--- src/rtl/sipo_rx_ctrl.sv ---
// Frame controller for an MSB-first SIPO: drives shift/clear, counts bits, holds words on valid/ready.
// Optional stalled-word watchdog is built when SIPO_RX_CTRL_TIMEOUT_EN is defined.
module sipo_rx_ctrl #(
    parameter int unsigned DATA_WIDTH     = 8,
    parameter int unsigned TIMEOUT_CYCLES = 1024
) (
    input  logic                        clk,
    input  logic                        rst_n,
    input  logic                        cs_n,
    input  logic                        bit_stb,
    output logic                        sr_sh,
    output logic                        sr_clr_n,
    input  logic [DATA_WIDTH-1:0]       sr_q,
    output logic [DATA_WIDTH-1:0]       m_data,
    output logic                        m_valid,
    input  logic                        m_ready,
    input  logic                        err_clr,
    output logic                        overrun,
    output logic                        frame_err,
    output logic [$clog2(DATA_WIDTH):0] bit_cnt
);
    localparam int unsigned CntW = $clog2(DATA_WIDTH) + 1;
    localparam logic [CntW-1:0] LastCnt = CntW'(DATA_WIDTH - 1);

    typedef enum logic {StIdle, StShift} state_e;

    state_e                  state_q, state_d;
    logic [CntW-1:0]         cnt_q, cnt_d;
    logic                    capture_pend_q, capture_pend_d;
    logic [DATA_WIDTH-1:0]   m_data_q, m_data_d;
    logic                    m_valid_q, m_valid_d;
    logic                    overrun_q, overrun_d;
    logic                    frame_err_q, frame_err_d;
    logic                    sr_clr_n_q, sr_clr_n_d;
    logic                    frame_err_set;
    logic                    overrun_set;
    logic                    wd_fire;

`ifdef SIPO_RX_CTRL_TIMEOUT_EN
    localparam int unsigned WdW = $clog2(TIMEOUT_CYCLES + 1);
    localparam logic [WdW-1:0] WdLast = WdW'(TIMEOUT_CYCLES - 1);

    logic [WdW-1:0] wd_q, wd_d;

    // Counts idle SHIFT cycles only while a partial word is outstanding.
    always_comb begin
        wd_d    = '0;
        wd_fire = 1'b0;
        if (state_q == StShift && !cs_n && !bit_stb && cnt_q != '0) begin
            if (wd_q == WdLast) begin
                wd_fire = 1'b1;
            end else begin
                wd_d = wd_q + 1'b1;
            end
        end
    end

    always_ff @(posedge clk or negedge rst_n) begin
        if (!rst_n) begin
            wd_q <= '0;
        end else begin
            wd_q <= wd_d;
        end
    end
`else
    // TIMEOUT_CYCLES is legal only from 1 up, so this is a constant 0: no watchdog.
    assign wd_fire = (TIMEOUT_CYCLES == 0);
`endif

    assign sr_sh = bit_stb & (state_q == StShift);

    always_comb begin
        state_d        = state_q;
        cnt_d          = cnt_q;
        capture_pend_d = 1'b0;
        frame_err_set  = 1'b0;
        unique case (state_q)
            StIdle: begin
                cnt_d = '0;
                if (!cs_n) begin
                    state_d = StShift;
                end
            end
            StShift: begin
                if (bit_stb) begin
                    if (cnt_q == LastCnt) begin
                        cnt_d          = '0;
                        capture_pend_d = 1'b1;
                    end else begin
                        cnt_d = cnt_q + 1'b1;
                    end
                end
                // A strobe coinciding with cs_n rising is counted before judging the frame.
                if (cs_n) begin
                    state_d       = StIdle;
                    frame_err_set = (cnt_d != '0);
                    cnt_d         = '0;
                end else if (wd_fire) begin
                    cnt_d         = '0;
                    frame_err_set = 1'b1;
                end
            end
        endcase
        sr_clr_n_d = (state_d == StShift) && !wd_fire;
    end

    always_comb begin
        m_data_d    = m_data_q;
        m_valid_d   = m_valid_q;
        overrun_set = 1'b0;
        if (capture_pend_q) begin
            if (!m_valid_q || m_ready) begin
                m_data_d  = sr_q;
                m_valid_d = 1'b1;
            end else begin
                overrun_set = 1'b1;
            end
        end else if (m_valid_q && m_ready) begin
            m_valid_d = 1'b0;
        end
        overrun_d   = overrun_set | (overrun_q & ~err_clr);
        frame_err_d = frame_err_set | (frame_err_q & ~err_clr);
    end

    always_ff @(posedge clk or negedge rst_n) begin
        if (!rst_n) begin
            state_q        <= StIdle;
            cnt_q          <= '0;
            capture_pend_q <= 1'b0;
            m_data_q       <= '0;
            m_valid_q      <= 1'b0;
            overrun_q      <= 1'b0;
            frame_err_q    <= 1'b0;
            sr_clr_n_q     <= 1'b0;
        end else begin
            state_q        <= state_d;
            cnt_q          <= cnt_d;
            capture_pend_q <= capture_pend_d;
            m_data_q       <= m_data_d;
            m_valid_q      <= m_valid_d;
            overrun_q      <= overrun_d;
            frame_err_q    <= frame_err_d;
            sr_clr_n_q     <= sr_clr_n_d;
        end
    end

    assign sr_clr_n  = sr_clr_n_q;
    assign m_data    = m_data_q;
    assign m_valid   = m_valid_q;
    assign overrun   = overrun_q;
    assign frame_err = frame_err_q;
    assign bit_cnt   = cnt_q;

endmodule

--- config.mk ---
export PLATFORM = sky130hd
export DESIGN_NAME = sipo_rx_ctrl
export DESIGN_NICKNAME = d
export VERILOG_FILES = /design/src/rtl/sipo_rx_ctrl.sv
export SDC_FILE = /design/constraint.sdc
export NUM_CORES = 1
export LEC_CHECK = 0
export BUFFER_PORTS_ARGS = -buffer_cell sky130_fd_sc_hd__buf_2
export CAP_MARGIN = 20
export CORE_ASPECT_RATIO = 1.4
export CORE_MARGIN = 10
export CORE_UTILIZATION = 40
export CTS_CLUSTER_SIZE = 30
export DETAILED_ROUTE_END_ITERATION = 8
export GPL_ROUTABILITY_DRIVEN = 0
export HOLD_SLACK_MARGIN = 0.08
export PLACE_DENSITY = 0.68
export SLEW_MARGIN = 5
export SYNTH_ARGS = -nofsm -noshare
export SYNTH_HDL_FRONTEND = slang
export SYNTH_SLANG_ARGS = --single-unit
--- constraint.sdc ---
create_clock -name clk -period 4.1 [get_ports clk]
set_input_delay 0 -clock clk [delete_from_list [all_inputs] [get_ports clk]]
set_output_delay 0 -clock clk [all_outputs]
set_load 0.03 [all_outputs]
== After elaboration in Yosys (flattened, before gate mapping) ==
Index checks and enable logic that the tools add are counted.

* Flip-flop bits (word level): 17
* Bits in latches: 0
* RAM bits: 0
* Memory bits (read-only): 0
* Bits of input ports: 14
* Output and inout port bits: 17
* Logic and storage cells: 40
* Memories: 0

* Add/subtract/negate cells: 1
* $mul: 0
* Divide/modulo/power cells: 0
* Magnitude comparators: 0
* Eq/ne operators: 2
* Shift operators: 0
* Multiplexer cells: 16
* Bitwise operators: 7
* Reductions and logical operators: 7

{| class="wikitable"
|+ Operator list
! cell !! number
|-
| two-way mux 4 bit || 4
|-
| two-way mux 1 bit || 11
|-
| case mux 4 bit (2 select lines) || 1
|-
| adder 4 x 1 -> 4 bit, second input constant || 1
|-
| == test 4 x 3 -> 1 bit, second input constant || 1
|-
| AND reduction 2 bit || 2
|-
| nonzero test 4 bit || 1
|-
| AND 1 bit || 3
|-
| inequality test 2 x 1 -> 1 bit, second input constant || 1
|-
| inverter 1 bit || 2
|-
| bitwise OR 1 bit || 2
|-
| nonzero test 2 bit || 1
|-
| logical AND 1 bit || 1
|-
| zero test 1 bit || 1
|-
| logical OR 1 bit || 1
|}

== Logic depth before layout (Yosys ltp) ==
Gate-level depths: netlist of the first run.

* Depth after elaboration: 8
* Mapped depth: 5
* Gate-level depth less buffers: 5

== Worst setup path before layout of the first run ==
Ideal clock, no wire load.

* Path kind: register to register
* Start: reg cnt_q[0], in the netlist bit_cnt[0]
* End: reg frame_err_q, in the netlist frame_err
* Setup time: 126 ps
* Data arrival time: 1407 ps
* Required time: 3974 ps
* Slack: 2567 ps
* Stages on the path, launching flop included: 6
* Path buffers: 0
* Period minus slack after synthesis: 1533 ps
* Cell sequence: dfrtp_1 ha_1 nor2b_1 o211ai_1 a31oi_1 o22ai_1

* Cells in the longest elaborated chain, start to end: 8
* Elaborated cells between the ends (all ways): 9
* Classes of those cells: add/sub (1); eq/ne (1); mux (5); bitwise (1); reduce/logical (1)

{| class="wikitable"
|+ Ends and longest elaborated chain
! what !! line !! RTL
|-
| start, declared || 28 || <nowiki>logic [CntW-1:0] cnt_q, cnt_d;</nowiki>
|-
| start signal, assigned || 137 || <nowiki>cnt_q <= cnt_d;</nowiki>
|-
| adder 4 x 1 -> 4 bit / == test 4 x 3 -> 1 bit (equally long branches) || 90, 86 ||
|-
| two-way mux 4 bit || 86 || <nowiki>if (cnt_q == LastCnt) begin</nowiki>
|-
| two-way mux 4 bit (*) || 85 || <nowiki>if (bit_stb) begin</nowiki>
|-
| two-way mux 4 bit (*) || 77 || <nowiki>unique case (state_q)</nowiki>
|-
| nonzero test 4 bit (*) || 96 || <nowiki>frame_err_set = (cnt_d != '0);</nowiki>
|-
| two-way mux 1 bit (*) || 94 || <nowiki>if (cs_n) begin</nowiki>
|-
| two-way mux 1 bit (*) || 77 ||
|-
| bitwise OR 1 bit (*) || 122 || <nowiki>frame_err_d = frame_err_set | (frame_err_q & ~err_clr);</nowiki>
|-
| named net frame_err_d || 33 || <nowiki>logic frame_err_q, frame_err_d;</nowiki>
|-
| end signal, assigned || 142 || <nowiki>frame_err_q <= frame_err_d;</nowiki>
|-
| end, declared || 33 ||
|}

The timed path passes the listed nets; every way through them passes the cells marked *. The select of a mux whose other input is x is not followed.
A chain may end at the register's enable or synchronous reset.

== Worst setup path after layout of the first run ==
Same ends and word-level chain as after synthesis.

==> reports/results.tsv, run 1 <==
metric	value	unit
status	complete, no violations	
Clk pwr share	29.5	%
achievable frequency	663	MHz
drt first pass iters	3	
H-Tree Depth	1	
Reg power frac	58.2	%
IO Port Bufs	30	
final worst-path cycle share	36.8	%
Vias/cell	4.85	
largest area contributor in the netlist	dfrtp_1	
Psw	71.6	uW
switching share of power	24.2	%
Starting DRT DRC Count	11	
Die ar.	4100	um2
Hold WC Path Type	input port to asynchronous set/reset pin	
CTS tree	done	
all-layer global routing usage	9.45	%
Worst-path clk slew	0.10	ns
final WL	1860	um
P_leak	0.000591	uW
DRC viols	0	
Ports	31	
max cap viols	0	
DP HPWL	1390	um
first-pass GRT wire length	3180	um
CTS Sinks	17	
cts bufs inserted	3	
Setup Skew	0.00683	ns
initial antenna violation count	0	
post-CTS resize count	0	
drt wl/cell	14.3	um
worst stage delay on the critical path	0.51	ns
CP Capture Type	flip-flop	
Starting Density	42.7	%
number of global-route vias before repair	692	
Final Critical Period	1.51	ns
Yosys top cell area share	55.3	%
sequential element share of the synthesized area	55.3	%
Post-layout nets	126	
Layout fillers	168	
crit path kind	flip-flop to flip-flop	
Worst-Margin Slew	0.364	ns
clk buf depth	2	
pre-CTS setup slack	2.61	ns
Yosys warning count	0	
core area	1800	um2
# placed instances	113	
Die Wd	57.1	um
crit-path cells	ha_1, nor2b_1, o211ai_1, a31oi_1, o22ai_1	
RSZ-0062 raised after global routing	no	
fraction of layout cells with a size suffix above 1	40.9	%
Worst Path Buf+Inv	0	
Worst Path Arrival	1.68	ns
CP max-delay cell	dfrtp_1	
largest cells by area after synthesis	dfrtp_1 55%, mux2_2 12%, nand2_1 3.4%, nand4_4 2.8%, inv_1 2.4%	
largest net degree at the start of global routing	18	
Setup TNS	0	ns
Root Driver	clkbuf_4	
total area of sequential cells	425	um2
Setup Viol. Count Final	0	
Yosys reg bits	17	
Pwr Density	273	nW/um2
startpoint types	flip-flop	
Mean Syn Cell Area	11.8	um2
final slew viol count	0	
via count	631	
Setup WS post-layout	2.59	ns
internal power	224	uW
Layout Cells excl Fill	130	
relative slew slack	75.8	%
Worst EP required	4.27	ns
Clock Latency Late Sink	0.29	ns
multi-input logic area	307	um2
Syn Std Cell Area	769	um2
Comb pwr share	12.3	%
Area Growth Syn to Fin	40.8	%
Ant. Diodes	0	
final-report hold violation count	0	
Row Count	18	
worst-path maximum fanout	8	
global route total overflow	0	
Synth cell types	25	
CP delay by family, top	flip-flops	
DIE HEIGHT	71.9	um
Routed Antenna Nets	0	
peak supply drop	0.203	mV
Cells after Synth	65	
Syn Nets	80	
## cells by family after synthesis
kind of cell             count (synthesis)  share of synthesized area (%)
flip-flops                              17                           55.3
AO/OA/AOI/OAI                            7                           5.53
adder cells (fa/ha/maj)                  1                           1.63
XOR/XNOR                                 2                           2.28
AND/OR/NAND/NOR                         22                           17.4
multiplexers                             9                           13.0
buffers and inverters                    7                           4.88
## power by group through the flow
| stage | Sequential (uW) | Clock [uW] | Combinational, uW |
|---|---|---|---|
| after CTS | 172 | 91.4 | 36.7 |
| after global routing | 173 | 101 | 40.0 |
| after detailed placement | 175 | 0 | 27.2 |
| final | 172 | 87.1 | 36.3 |
| after global placement | 175 | 0 | 26.8 |
| after floorplan | 179 | 0 | 9.81 |
## worst reg2reg max path, stage by stage, from the launching register on
cell      delay (ns)
dfrtp_1         0.51
ha_1            0.27
nor2b_1         0.22
o211ai_1        0.12
a31oi_1         0.19
o22ai_1         0.08
## timing repair
item / CTS / global route
endpoints found under the hold margin: 33 / 0
hold buffers: 13 / 0
setup buffers: 0 / 0
## cells in the final DEF (no fill, tap or decap), types with 2 or more instances in the layout
| cell type | instances |
|---|---|
| nor2_1 | 2 |
| or3_1 | 2 |
| dlygate4sd3_1 | 13 |
| nand2b_1 | 2 |
| buf_2 | 30 |
| a31oi_1 | 2 |
| o22ai_1 | 2 |
| nand2_1 | 7 |
| a21oi_1 | 2 |
| inv_1 | 5 |
| and3_1 | 2 |
| dfrtp_1 | 17 |
| clkbuf_4 | 3 |
| mux2_2 | 8 |
## state kept, by name (all words and copies together) (netlist names)
| name | flops |
|---|---|
| overrun | 1 |
| frame_err | 1 |
| capture_pend_q | 1 |
| m_data | 8 |
| sr_clr_n | 1 |
| m_valid | 1 |
| bit_cnt | 4 |
## synthesized netlist by cell type
cell       n
dfrtp_1   17
nand4b_1   1
a21oi_1    2
nand3b_1   1
nor2b_1    1
and3_1     2
mux2i_1    1
nand4_4    1
ha_1       1
xor2_1     1
nand2_1    7
buf_6      1
o22ai_1    2
xnor2_1    1
o211ai_1   1
and2_2     1
nand2b_1   2
mux2_2     8
buf_4      1
nand2_2    1
nor3_1     1
or3_1      2
nor2_1     2
a31oi_1    2
inv_1      5
## layout make-up
class	count	area share [%]
multi-input cells	41	28.3
flip-flops and latches	17	39.3
inverters	5	1.73
well taps	20	2.31
clock buffers	3	2.08
repair buffers	43	25.9
clock inverters	1	0.462
## path summary, 6_finish.rpt
kind,from,endpoint,slack [ns],cells after the start
min in group clk,cs_n,sr_clr_n$_DFF_PN0_,0.42,3
max,bit_cnt[0]$_DFF_PN0_,frame_err$_DFF_PN0_,2.59,5
min,rst_n,m_data[7]$_DFFE_PN0P_,0.17,2
min reg2reg,capture_pend_q$_DFF_PN0_,m_valid$_DFFE_PN0P_,0.50,2
max in group asynchronous,rst_n,m_valid$_DFFE_PN0P_,3.66,2
max reg2reg,bit_cnt[0]$_DFF_PN0_,frame_err$_DFF_PN0_,2.59,5
## through the flow
step,instance area [um2],power [uW],hold WS (ns),util (%)
6_report,1080,296,0.172,60.1
3_5_place_dp,926,203,-0.0608,51.4
4_1_cts,1080,300,0.154,60.1
2_1_floorplan,769,189,-0.296,-
5_1_grt,1080,314,0.187,60.1
3_3_place_gp,926,202,-0.0600,51.4
## layer usage
layer  part of all wire [%]  wire length [um]  GRT usage [%]  vias up
li1                       -                 -              -      310
met1                     40               736           9.74      299
met2                     49               910           15.5       20
met3                     11               196           4.70        2
met4                   0.65                12           4.71        0
met5                      0                 0              0        -
No activity file was read; power rests on OpenSTA's default activity.
==> run 2: changes to the inputs <==
--- a/config.mk
+++ b/config.mk
@@ -14,7 +14,7 @@
 export DETAILED_ROUTE_END_ITERATION = 8
 export GPL_ROUTABILITY_DRIVEN = 0
 export HOLD_SLACK_MARGIN = 0.08
-export PLACE_DENSITY = 0.68
+export PLACE_DENSITY = 0.71
 export SLEW_MARGIN = 5
 export SYNTH_ARGS = -nofsm -noshare
 export SYNTH_HDL_FRONTEND = slang
==> constraint.sdc (replaced) <==
create_clock -name clk -period 1.3 [get_ports clk]
set_input_delay 0 -clock clk [delete_from_list [all_inputs] [get_ports clk]]
set_output_delay 0 -clock clk [all_outputs]
set_load 0.03 [all_outputs]
==> run 2 against run 1 <==
  * Wire length up 2.9%
  * Critical path depth unchanged
  * Die area is the same
  * Setup slack worse by 2.5 ns
==> reports/results.tsv, run 2 (synthesized netlist as in run 1, its figures left out) <==
metric	value	unit	change
largest net degree at the start of global routing	18		unchanged
final slew viol count	0		unchanged
first-pass GRT wire length	3190	um	+0.22%
number of global-route vias before repair	688		-0.58%
Hold Slack	0.156	ns	-0.0163 ns
overall power	938	uW	+220%
achievable frequency	813	MHz	+23%
Setup TNS	0	ns	unchanged
Final Critical Period	1.23	ns	-0.279 ns
final WL	1910	um	+2.9%
Ant. Diodes	0		unchanged
Row Count	18		unchanged
total area of sequential cells	428	um2	+0.59%
initial antenna violation count	0		unchanged
CTS Sinks	17		unchanged
Worst-Margin Slew	0.383	ns	+0.0191 ns
fin area	1140	um2	+4.8%
Placed Instance Area	963	um2	+4.1%
global route total overflow	0		unchanged
startpoint types	flip-flop		
most frequent cells in the layout	30 x buf_2, 15 x dfrtp_1, 13 x dlygate4sd3_1, 8 x mux2_2, 7 x nand2_1		
Routed Antenna Nets	0		unchanged
peak supply drop	0.524	mV	+160%
Setup Viol. Count Final	0		unchanged
status	complete, no violations		
reg2reg start	bit_cnt[0]$_DFF_PN0_		
Ports	31		unchanged
most common cell after layout, fill and taps aside	buf_2		
final worst-path cycle share	94.6	%	+58 points
crit path kind	flip-flop to flip-flop		
Worst EP required	1.47	ns	-2.80 ns
RSZ-0062 raised after global routing	no		
DP HPWL	1410	um	+1.8%
Vias/cell	4.89		+0.70%
Hold WC Path Type	input port to asynchronous set/reset pin		
Layout fillers	164		-2.4%
Die ar.	4100	um2	unchanged
clk buf depth	2		unchanged
Setup Skew	0.00486	ns	-0.00197 ns
H-Tree Depth	1		unchanged
Area Growth Syn to Fin	47.6	%	
drt first pass iters	4		+1
final-report hold violation count	0		unchanged
IO Port Bufs	30		unchanged
max cap viols	0		unchanged
relative slew slack	74.5	%	-1.3 points
fraction of layout cells with a size suffix above 1	46.5	%	+5.6 points
Clock Latency Late Sink	0.28	ns	about the same
drt wl/cell	14.2	um	-0.21%
DIE HEIGHT	71.9	um	unchanged
reg2reg end	frame_err$_DFF_PN0_		
CTS tree	done		
worst reg2reg path depth	5		unchanged
worst-path maximum fanout	5		-3
CP Capture Type	flip-flop		
Die Wd	57.1	um	unchanged
cts bufs inserted	3		unchanged
DRC viols	0		unchanged
all-layer global routing usage	9.32	%	-0.13 points
via count	655		+3.8%
R2R Setup Slk	0.07	ns	-2.52 ns
final core utilization	63.1	%	+2.9 points
P_leak	0.000605	uW	+2.5%
Starting DRT DRC Count	7		-4
Pwr Density	826	nW/um2	+200%
Largest register FFs	8		unchanged
Root Driver	clkbuf_4		
Starting Density	42.7	%	unchanged
core area	1800	um2	unchanged
Worst-path clk slew	0.10	ns	about the same
Worst Path Arrival	1.40	ns	-0.28 ns
multi-input logic area	327	um2	+6.5%
Post-layout nets	130		+3.2%
==> run 2: where the power goes <==
group          switching [uW]  leakage (uW)  internal (uW)
combinational            60.9      0.000357           62.1
sequential               6.37      0.000230            535
clock                     159     0.0000177            114
==> run 2: final cells by class <==
type	instances	share of cell area (%)
clock inverters	1	0.441
well taps	20	2.20
repair buffers	47	27.3
flip-flops and latches	17	37.7
multi-input cells	41	28.7
inverters	5	1.65
clock buffers	3	1.98
==> run 2: worst max-delay path by stage <==
stage                    startpoint                  end  cells after the start
2_1_floorplan  bit_cnt[1]$_DFF_PN0_  frame_err$_DFF_PN0_                      5
3_3_place_gp   bit_cnt[3]$_DFF_PN0_  frame_err$_DFF_PN0_                      3
4_1_cts                     m_ready    overrun$_DFF_PN0_                      5
6_report       bit_cnt[0]$_DFF_PN0_  frame_err$_DFF_PN0_                      5
5_1_grt        bit_cnt[0]$_DFF_PN0_  frame_err$_DFF_PN0_                      5
3_5_place_dp   bit_cnt[0]$_DFF_PN0_  frame_err$_DFF_PN0_                      5
==> run 2: metrics by stage <==
stage	std cells	worst slack, ns
after floorplan	65	0.00774
after global placement	115	0.0945
after detailed placement	115	0.0712
after CTS	133	0.0119
after global routing	134	0.00923
final	134	0.0707
==> run 2: critical path, cell delays in order, from the launching register on <==
cell and delay (ns):
dfrtp_2 0.46, ha_4 0.18, xnor2_1 0.15, a31oi_1 0.10, a31oi_1 0.15, o22ai_1 0.08
==> run 2: repair_timing <==
action / CTS / global route
hold endpoints to repair: 31 / 0
buffers inserted: 0 / 2
gates resized for setup: 0 / 0
endpoints found under the setup margin: 0 / 2
hold buffers: 14 / 0
==> run 2: layer usage <==
layer  track usage [%]  routed length, um  up-vias
li1                  -                  -      321
met1              10.1                793      302
met3              3.83                152        4
met5                 0                  0        -
met4              3.14                 25        0
met2              16.0                936       28
==> run 3: changes to the inputs <==
--- a/config.mk
+++ b/config.mk
@@ -7,10 +7,9 @@
 export LEC_CHECK = 0
 export BUFFER_PORTS_ARGS = -buffer_cell sky130_fd_sc_hd__buf_2
 export CAP_MARGIN = 20
-export CORE_ASPECT_RATIO = 1.4
 export CORE_MARGIN = 10
 export CORE_UTILIZATION = 40
-export CTS_CLUSTER_SIZE = 30
+export CTS_CLUSTER_SIZE = 20
 export DETAILED_ROUTE_END_ITERATION = 8
 export GPL_ROUTABILITY_DRIVEN = 0
 export HOLD_SLACK_MARGIN = 0.08
==> run 3 against run 2 <==
  * Maximum frequency fell by 1.2%
  * Clock-buffer cell count did not move
  * Sequential power barely moved
  * Sequential share of layout area rose by 0.24 points
==> reports/results.tsv, run 3 (synthesized netlist as in run 1, its figures left out) <==
metric	value	unit	change
Pwr Density	822	nW/um2	-0.53%
Routed Antenna Nets	0		unchanged
Critical Path Stages	4		-1
Worst-path clk slew	0.09	ns	about the same
crit path capture	bit_cnt[3]$_DFF_PN0_		
all-layer global routing usage	9.19	%	-0.13 points
drt wl/cell	13.7	um	-3.5%
reg2reg end	bit_cnt[3]$_DFF_PN0_		
Final Critical Period	1.24	ns	+0.0149 ns
CTS Sinks	17		unchanged
global route total overflow	0		unchanged
fraction of layout cells with a size suffix above 1	46.4	%	-0.063 points
worst reg2reg path depth	4		-1
overall power	930	uW	-0.85%
Starting DRT DRC Count	13		+6
final slew viol count	0		unchanged
Largest register FFs	8		unchanged
max cap viols	0		unchanged
Area Growth Syn to Fin	47.2	%	
Setup Viol. Count Final	0		unchanged
IO Port Bufs	30		unchanged
core area	1780	um2	-1.0%
achievable frequency	804	MHz	-1.2%
Crit. Startpoint	bit_cnt[0]$_DFF_PN0_		
Die Wd	63.9	um	+12%
CP max-delay cell	dfrtp_2		
DIE HEIGHT	63.9	um	-11%
H-Tree Depth	1		unchanged
Layout fillers	153		-6.7%
relative slew slack	75.9	%	+1.4 points
worst-path maximum fanout	5		unchanged
startpoint types	flip-flop		
multi-input logic area	327	um2	unchanged
CP Capture Type	flip-flop		
R2R Setup Slk	0.06	ns	about the same
Worst Path Buf+Inv	1		+1
Hold WC Path Type	input port to asynchronous set/reset pin		
CTS tree	done		
most common cell after layout, fill and taps aside	buf_2		
Ant. Diodes	0		unchanged
drt first pass iters	3		-1
RSZ-0062 raised after global routing	yes		
most frequent cells in the layout	30 x buf_2, 14 x dfrtp_1, 13 x dlygate4sd3_1, 8 x mux2_2, 7 x nand2_1		
fin area	1130	um2	-0.33%
number of global-route vias before repair	680		-1.2%
Worst EP required	1.50	ns	+0.03 ns
Ports	31		unchanged
crit path kind	flip-flop to flip-flop		
via count	643		-1.8%
Setup Skew	0.000568	ns	-0.00429 ns
first-pass GRT wire length	3070	um	-3.7%
CP delay by family, top	simple AND/OR/NAND/NOR gates		
Root Driver	clkbuf_4		
worst stage delay on the critical path	0.42	ns	-0.04 ns
Setup Buffers After CTS	0		unchanged
cts bufs inserted	3		unchanged
DRC viols	0		unchanged
Die ar.	4080	um2	-0.61%
Row Count	15		-3
clk buf depth	2		unchanged
# placed instances	120		+4.3%
crit-path cells	buf_4, nand4_4, or3_1, a21oi_1		
final WL	1880	um	-1.4%
final worst-path cycle share	95.7	%	+1.1 points
status	complete, no violations		
reg2reg start	bit_cnt[0]$_DFF_PN0_		
initial antenna violation count	0		unchanged
P_leak	0.000595	uW	-1.7%
peak supply drop	0.613	mV	+17%
largest net degree at the start of global routing	18		unchanged
Starting Density	43.2	%	+0.45 points
Post-layout nets	128		-1.5%
Placed Instance Area	970	um2	+0.65%
total area of sequential cells	429	um2	+0.29%
Worst Path Arrival	1.45	ns	+0.05 ns
Clock Latency Late Sink	0.28	ns	about the same
Layout Cells excl Fill	137		+2.2%
Vias/cell	4.69		-4.0%
final-report hold violation count	0		unchanged
Worst-Margin Slew	0.361	ns	-0.0217 ns
run 3: cell types whose count changed in the layout (fill, tap and decap cells not counted):
cell	change
dfrtp_2	+1
dfrtp_1	-1
buf_6	+1
buf_4	-3
run 3: timing repair:
action,4_1_cts,5_1_grt
endpoints found under the hold margin,32,0
gates resized for setup,0,2
setup endpoints to repair,0,2
hold buffers,13,0
run 3: cell type report:
cell class / count / share of cell area (%)
repair buffers: 45 / 26.4
flip-flops and latches: 17 / 37.9
multi-input cells: 41 / 28.8
clock inverters: 1 / 0.442
well taps: 25 / 2.76
inverters: 5 / 1.66
clock buffers: 3 / 1.99
run 3: per-layer routing:
layer	routed length [um]	global-route usage (%)	up-vias
met4	0	2.46	0
met3	103	3.31	0
met5	0	0	-
met2	1070	17.4	11
li1	-	-	317
met1	704	9.15	315
run 3: how the worst min path moves through the flow:
stage	from	to	slack [ns]	cells after the start
2_1_floorplan	rst_n	bit_cnt[0]$_DFF_PN0_	-0.30	0
3_3_place_gp	rst_n	m_data[3]$_DFFE_PN0P_	-0.07	1
3_5_place_dp	rst_n	m_data[3]$_DFFE_PN0P_	-0.06	1
4_1_cts	rst_n	m_data[3]$_DFFE_PN0P_	0.15	2
5_1_grt	rst_n	m_data[1]$_DFFE_PN0P_	0.16	2
6_report	rst_n	m_data[3]$_DFFE_PN0P_	0.15	2
run 3: power by group:
| part | total (uW) | switching, uW | internal, uW |
|---|---|---|---|
| Clock | 270 | 156 | 114 |
| Sequential | 541 | 5.69 | 535 |
| Combinational | 119 | 58.7 | 60.7 |
| Total | 930 | 220 | 710 |
run 3: stage by stage:
| stage | setup slack [ns] | TNS (ns) | util (%) | hold WS [ns] |
|---|---|---|---|---|
| 2_1_floorplan | 0.00774 | 0 | - | -0.296 |
| 5_1_grt | -0.00976 | -0.00976 | 63.5 | 0.161 |
| 6_report | 0.0558 | 0 | 63.5 | 0.148 |
| 3_3_place_gp | 0.122 | 0 | 54.4 | -0.0650 |
| 3_5_place_dp | 0.0679 | 0 | 54.4 | -0.0599 |
| 4_1_cts | 0.0351 | 0 | 63.2 | 0.146 |
